$ cat config.mk
export PLATFORM = sky130hd
export DESIGN_NAME = ram_arbiter
export DESIGN_NICKNAME = d
export VERILOG_FILES = /design/src/rtl/ram_arbiter.sv
export SDC_FILE = /design/constraint.sdc
export NUM_CORES = 1
export LEC_CHECK = 0
export BUFFER_PORTS_ARGS = -buffer_cell sky130_fd_sc_hd__buf_2
export CAP_MARGIN = 10
export CORE_MARGIN = 3
export CORE_UTILIZATION = 48
export DETAILED_ROUTE_END_ITERATION = 16
export GPL_TIMING_DRIVEN = 0
export PLACE_DENSITY_LB_ADDON = 0.15
export SLEW_MARGIN = 20
export SYNTH_ARGS = -nofsm -noshare
export SYNTH_HDL_FRONTEND = slang
export SYNTH_SLANG_ARGS = --single-unit
$ cat constraint.sdc
create_clock -name clk -period 1.6 [get_ports clk]
set_input_delay 0.32 -clock clk [delete_from_list [all_inputs] [get_ports clk]]
set_output_delay 0.32 -clock clk [all_outputs]
set_load 0.05 [all_outputs]
$ cat src/rtl/ram_arbiter.sv
// rtl/ram_arbiter.sv - two-port round-robin arbiter and clear sequencer for the scratch RAM
module ram_arbiter #(
    parameter int ADDR_W = 3,
    parameter int DATA_W = 8
) (
    input  logic              clk,
    input  logic              reset,
    input  logic              req_a,
    input  logic              we_a,
    input  logic [ADDR_W-1:0] addr_a,
    input  logic [DATA_W-1:0] wdata_a,
    output logic              ack_a,
    output logic [DATA_W-1:0] rdata_a,
    input  logic              req_b,
    input  logic              we_b,
    input  logic [ADDR_W-1:0] addr_b,
    input  logic [DATA_W-1:0] wdata_b,
    output logic              ack_b,
    output logic [DATA_W-1:0] rdata_b,
    input  logic              clear_req,
    output logic              clear_done,
    output logic              busy,
    output logic              ram_write_en,
    output logic [ADDR_W-1:0] ram_addr,
    output logic [DATA_W-1:0] ram_write_data,
    input  logic [DATA_W-1:0] ram_read_data
);

    typedef enum logic [2:0] {IDLE, ACCESS, RDWAIT, DONE, CLEAR} state_t;

    state_t            state, state_next;
    logic              cmd_we;
    logic [ADDR_W-1:0] cmd_addr;
    logic [DATA_W-1:0] cmd_wdata;
    logic              grant_b;
    logic              last_grant_b;
    logic              clear_pend;
    logic [ADDR_W-1:0] clr_cnt;
    logic              clear_go;
    logic              pick_b;
    logic              clr_last;

    assign clear_go = clear_req || clear_pend;
    // B wins only when A is idle or A was served last
    assign pick_b   = req_b && (!req_a || !last_grant_b);
    assign clr_last = (clr_cnt == {ADDR_W{1'b1}});

    always_comb begin
        state_next = state;
        case (state)
            IDLE: begin
                if (clear_go)
                    state_next = CLEAR;
                else if (req_a || req_b)
                    state_next = ACCESS;
            end
            ACCESS:  state_next = cmd_we ? DONE : RDWAIT;
            RDWAIT:  state_next = DONE;
            DONE:    state_next = IDLE;
            CLEAR:   state_next = clr_last ? IDLE : CLEAR;
            default: state_next = IDLE;
        endcase
    end

    always_ff @(posedge clk) begin
        if (reset) begin
            state        <= IDLE;
            cmd_we       <= 1'b0;
            cmd_addr     <= '0;
            cmd_wdata    <= '0;
            grant_b      <= 1'b0;
            last_grant_b <= 1'b1;
            clear_pend   <= 1'b0;
            clr_cnt      <= '0;
            clear_done   <= 1'b0;
            rdata_a      <= '0;
            rdata_b      <= '0;
        end else begin
            state      <= state_next;
            clear_done <= (state == CLEAR) && clr_last;
            if (state == IDLE) begin
                if (clear_go) begin
                    clr_cnt    <= '0;
                    clear_pend <= 1'b0;
                end else if (req_a || req_b) begin
                    grant_b      <= pick_b;
                    last_grant_b <= pick_b;
                    cmd_we       <= pick_b ? we_b    : we_a;
                    cmd_addr     <= pick_b ? addr_b  : addr_a;
                    cmd_wdata    <= pick_b ? wdata_b : wdata_a;
                end
            end else if (clear_req) begin
                clear_pend <= 1'b1;
            end
            if (state == CLEAR)
                clr_cnt <= clr_cnt + 1'b1;
            if (state == RDWAIT) begin
                if (grant_b)
                    rdata_b <= ram_read_data;
                else
                    rdata_a <= ram_read_data;
            end
        end
    end

    always_comb begin
        ram_write_en   = 1'b0;
        ram_addr       = '0;
        ram_write_data = '0;
        case (state)
            ACCESS: begin
                ram_write_en   = cmd_we;
                ram_addr       = cmd_addr;
                ram_write_data = cmd_wdata;
            end
            RDWAIT: ram_addr = cmd_addr;
            CLEAR: begin
                ram_write_en = 1'b1;
                ram_addr     = clr_cnt;
            end
            default: ;
        endcase
    end

    assign ack_a = (state == DONE) && !grant_b;
    assign ack_b = (state == DONE) && grant_b;
    assign busy  = (state != IDLE);

endmodule

# [Word-level counts from Yosys, hierarchy flattened]
# Index checks and enable logic that the tools add are counted.
[word_totals] input_bits=37 reg_bits=38 wordCells=59 output_inout_bits=32
[op_classes] n_bitwise=2 mux=17 eq_ne=7 add_sub_neg=1 n_reduce_logical=21
[ops] op="two-way mux 3 bit" n=7
[ops] op="two-way mux 8 bit" n=2
[ops] op="one-hot mux 3 bit (4 select lines)" n=1
[ops] op="AND reduction 2 bit" n=4
[ops] op="== test 3 x 2 -> 1 bit (second input constant)" n=2
[ops] op="== test 3 bit (second input constant)" n=2
[ops] op="one-hot mux 3 bit (2 select lines)" n=1
[ops] op="nonzero test 2 bit" n=3
[ops] op="two-way mux 1 bit" n=5
[ops] op="logical AND 1 bit" n=4
[ops] op="adder 3 x 1 -> 3 bit (second input constant)" n=1
[ops] op="== test 3 x 1 -> 1 bit (second input constant)" n=1
[ops] op="zero test 1 bit" n=3
[ops] op="zero test 3 bit" n=1
[ops] op="logical OR 1 bit" n=3
[ops] op="inequality test 3 x 2 -> 1 bit (second input constant)" n=1
[ops] op="AND reduction 3 bit" n=1
[ops] op="nonzero test 3 bit" n=1
[ops] op="inequality test 2 bit (second input constant)" n=1
[ops] op="inverter 1 bit" n=2
[ops] op="one-hot mux 1 bit (2 select lines)" n=1
[ops] op="OR reduction 2 bit" n=1

# [Logic depth before layout (Yosys ltp)]
[depth] word_depth=4 mapped_depth=4 depth_no_buf=4

# [Least setup slack after synthesis]
# OpenSTA, ideal clock, no wires.
[synth_timing] path_type="register to output" startpoint="register state[1]" endpoint="output ram_addr[2]" t_required_ns=1.280 setup_slack_ns=-0.653 arrival_ns=1.933 stages_incl_launch_ff=5 n_path_buf=1 cell_sequence="dfxtp_1 buf_2 nand2_1 o22a_1 o21ai_0"
[synth_via] elab_chain_len=3 word_cells_on_any_way=5 classes_between="eq/ne: 3; mux: 1; reduce/logical: 1"
[synth_rtl] item="start, declared" line_no="31" source="state_t state, state_next;"
[synth_rtl] item="start signal, assigned" line_no="79" source="state <= state_next;"
[synth_rtl] item="== test 3 x 2 -> 1 bit or == test 3 x 1 -> 1 bit (tied branches)" line_no="110" source="case (state)"
[synth_rtl] item="OR reduction 2 bit (no source line)"
[synth_rtl] item="one-hot mux 3 bit (2 select lines) (*)" line_no="110"
[synth_rtl] item="end, declared" line_no="24" source="output logic [ADDR_W-1:0] ram_addr,"
# Every way passes the cells marked *; elsewhere a longest branch is shown, timed or not.

# [Worst setup path in the final report]
[layout_timing] startpoint="register state[0]" endpoint="output ram_addr[2]"
# Same word-level chain as after synthesis.

==> results.sh <==
export IMPL_vdd_drop_max_v=0.000702
export IMPL_dp_slack_ps=-351
export IMPL_synth_top_area_cell="dfxtp_1"
export IMPL_gp_congestion=0.800
export IMPL_ys_types=43
export IMPL_cts_buffers=5
export IMPL_gr_total_overflow=0
export IMPL_fin_crit_ps=1810
export IMPL_syn_instance_count=208
export IMPL_fin_ws_ps=-215
export IMPL_max_cap_violations=0
export IMPL_cts_hold_buf=0
export IMPL_critical_path_max_fanout=5
export IMPL_grt_pass1_wl_um=7730
export IMPL_post_dp_cell_area_um2=2210
export IMPL_path_cells="buf_6 > nor3b_4 > buf_6 > nand2_2 > o21ai_2 > buf_6"
export IMPL_ff2ff_setup_slack_ps=100
export IMPL_worst_slew_pin_slew_ps=489
export IMPL_crit_slowest_cell="dfxtp_2"
export IMPL_io_pins=69
export IMPL_antenna_found_initial=0
export IMPL_clock_root_buffer="clkbuf_8"
export IMPL_ys_seq_elements=38
export IMPL_fin_skew_ps=5.68
export IMPL_setup_viol=15
export IMPL_synth_async_reset_ratio_pct=0
export IMPL_rr_worst_depth=5
export IMPL_clk_pin_slew_ps=70
export IMPL_fin_crit_sh_pct=113
export IMPL_grt_pass1_vias=1700
export IMPL_io_buffers=67
export IMPL_grt_setup_unrepaired="true"
export IMPL_layout_drive_gt1_share_pct=43.0
export IMPL_critPathKind="reg2out"
export IMPL_core_area_um2=3470
export IMPL_drt_total_wl_um=4920
export IMPL_power_per_cell_area_nw_per_um2=1090
export IMPL_slowest_delay_ps=370
export IMPL_wl_per_cell_um=14.5
export IMPL_h_tree_depth=2
export IMPL_crit_top_cell="buf_6"
export IMPL_final_hold_viol_count=0
export IMPL_timing_rr_end="cmd_wdata[6]$_SDFFE_PP0P_"
export IMPL_rows=21
export IMPL_die_x_um=67.3
export IMPL_worstPathArrival_ps=1490
export IMPL_ys_seq_area_share_pct=42.2
export IMPL_start_kind="register"
export IMPL_hold_start="ram_read_data[3]"
export IMPL_drt_first_pass_iters=4
export IMPL_fin_nets=331
export IMPL_clk_latency_ps=290
export IMPL_clkSinkCount=38
export IMPL_syn_to_final_growth_pct=45.7
export IMPL_slew_headroom_pct=67.2
export IMPL_synthTopCellsByCount="nand2_1 (45), dfxtp_1 (38), a21oi_1 (14), a311oi_1 (13), nor2_1 (13)"
export IMPL_critPathCaptureType="output pin"
export IMPL_detail_route_antenna_nets=0
export IMPL_p_total_uw=2860
export IMPL_min_to="rdata_a[3]$_SDFFE_PP0P_"
export IMPL_r2r_start="state[2]$_SDFFE_PP0P_"
export IMPL_ys_warn_count=0
export IMPL_die_area_um2=4520
export IMPL_syn_nets=247
export IMPL_power_leakage_uw=0.00114
export IMPL_clockBufferDepth=2
export IMPL_grt_max_degree=13
export IMPL_timing_hold_ws_ps=276
export IMPL_max_clock_freq_mhz=551
export IMPL_synth_top_cell_area_share_pct=42.2
export IMPL_viasPerCell=5.49
export IMPL_dieHeight_um=67.3
export IMPL_critPathRequiredTime_ps=1280
export IMPL_violations="setup timing"
export IMPL_gr_usage_all_layers_pct=22.5
export IMPL_synth_area_leaders="dfxtp_1 (42%), nand2_1 (9.4%), a311oi_1 (6.3%)"
export IMPL_num_vias=1862
export IMPL_ys_flop_type="dfxtp_1"
export IMPL_diodes=0
export IMPL_min_path_type="in2reg"
export IMPL_dp_hpwl_um=3310
export IMPL_status="complete, but fails checks"
export IMPL_min_path_cells=3
export IMPL_slew_violations=0
export IMPL_nFillCells=274
export IMPL_post_route_drc_count=0
export IMPL_synth_most_common_cell="nand2_1"
export IMPL_postLayoutCellArea_um2=2630
export IMPL_synthesis_area_per_instance_um2=8.66
export IMPL_tns_ps=-2400
export IMPL_netlist_area_um2=1800
export IMPL_cts_tree="built"
export IMPL_initial_core_util_pct=51.9
export IMPL_drt_iter0_drc=66
export IMPL_synth_edf_count=0
## per-stage QoR
stage          cells  utilization, %
2_1_floorplan    208               -
3_3_place_gp     321            63.8
3_5_place_dp     321            63.8
4_1_cts          335            73.7
5_1_grt          339            75.7
6_report         339            75.7
## power by group
part,internal (µW),switching [µW]
clock network,665,334
registers,1020,62.0
logic,339,438
total,2030,834
## repair_timing
| action | CTS | global route |
|---|---|---|
| setup endpoints to repair | 15 | 25 |
| gates resized for setup | 50 | 14 |
| buffers inserted | 6 | 4 |
| pin swaps | 1 | 10 |
| endpoints found under the hold margin | 0 | 0 |
## critical path: cells and delay by family, from the launching register on
| family | cells | cell delay, ps |
|---|---|---|
| AOI/OAI and AO/OA | 1 | 70 |
| DFF | 1 | 370 |
| buffers and inverters | 3 | 460 |
| and+or+nand+nor | 2 | 300 |
## kinds of logic (layout without fill, tap and decap cells)
kind of cell             Yosys count  count (layout)  synth area share [%]
adder cells (fa/ha/maj)            2               2                  1.39
buffers and inverters             19             104                  5.49
AND/OR/NAND/NOR                   89              89                  26.0
multiplexers                       8               8                  4.44
AO/OA/AOI/OAI                     51              51                  19.9
flip-flops                        38              38                  42.2
XOR/XNOR                           1               1                 0.486
## worst max-delay path by stage
| stage | start | end | cells past startpoint |
|---|---|---|---|
| floorplan | state[1]$_SDFFE_PP0P_ | ram_addr[2] | 4 |
| global placement | state[0]$_SDFFE_PP0P_ | ram_write_data[3] | 4 |
| detailed placement | state[0]$_SDFFE_PP0P_ | ram_addr[2] | 5 |
| CTS | state[2]$_SDFFE_PP0P_ | ram_addr[2] | 6 |
| global route | state[0]$_SDFFE_PP0P_ | ram_addr[2] | 6 |
| finish | state[0]$_SDFFE_PP0P_ | ram_addr[2] | 6 |
## flip-flops by register name, summed over array words and instances, names as in the netlist
| signal | count |
|---|---|
| cmd_addr | 3 |
| clear_done | 1 |
| rdata_a | 8 |
| last_grant_b | 1 |
| grant_b | 1 |
| rdata_b | 8 |
| cmd_wdata | 8 |
| clr_cnt | 3 |
| clear_pend | 1 |
| state | 3 |
| cmd_we | 1 |
## cell usage in the layout (no fill, tap or decap), types with 3 or more instances in the layout
cell / netlist / final
nor2_2: 0 / 3
mux2i_1: 8 / 8
a31oi_1: 12 / 12
buf_4: 2 / 13
buf_2: 10 / 58
a21oi_1: 14 / 14
and2_4: 0 / 7
clkbuf_8: 0 / 6
nand3_1: 3 / 3
nor2_1: 13 / 10
clkbuf_1: 4 / 4
dfxtp_1: 38 / 35
buf_6: 1 / 9
a311oi_1: 13 / 13
buf_8: 0 / 10
nand2_1: 45 / 44
## final cells by class
cell class	count	area, µm²	share of cell area, %
Multi-Input combinational cell	151	993	37.8
Sequential cell	38	769	29.3
Timing Repair Buffer	77	542	20.6
Buffer	17	113	4.29
Clock buffer	6	82.6	3.15
Clock inverter	2	60.1	2.29
Tap cell	46	57.6	2.19
Inverter	2	7.51	0.286
## per-layer routing
metal | GRT usage (%) | vias up | share of wire (%)
met4 | 7.34 | 0 | 1.3
met3 | 5.16 | 9 | 5.1
met2 | 36.6 | 53 | 49
li1 | - | 915 | -
met1 | 29.5 | 885 | 45
met5 | 0 | - | 0
(Power assumes the default switching activity.)
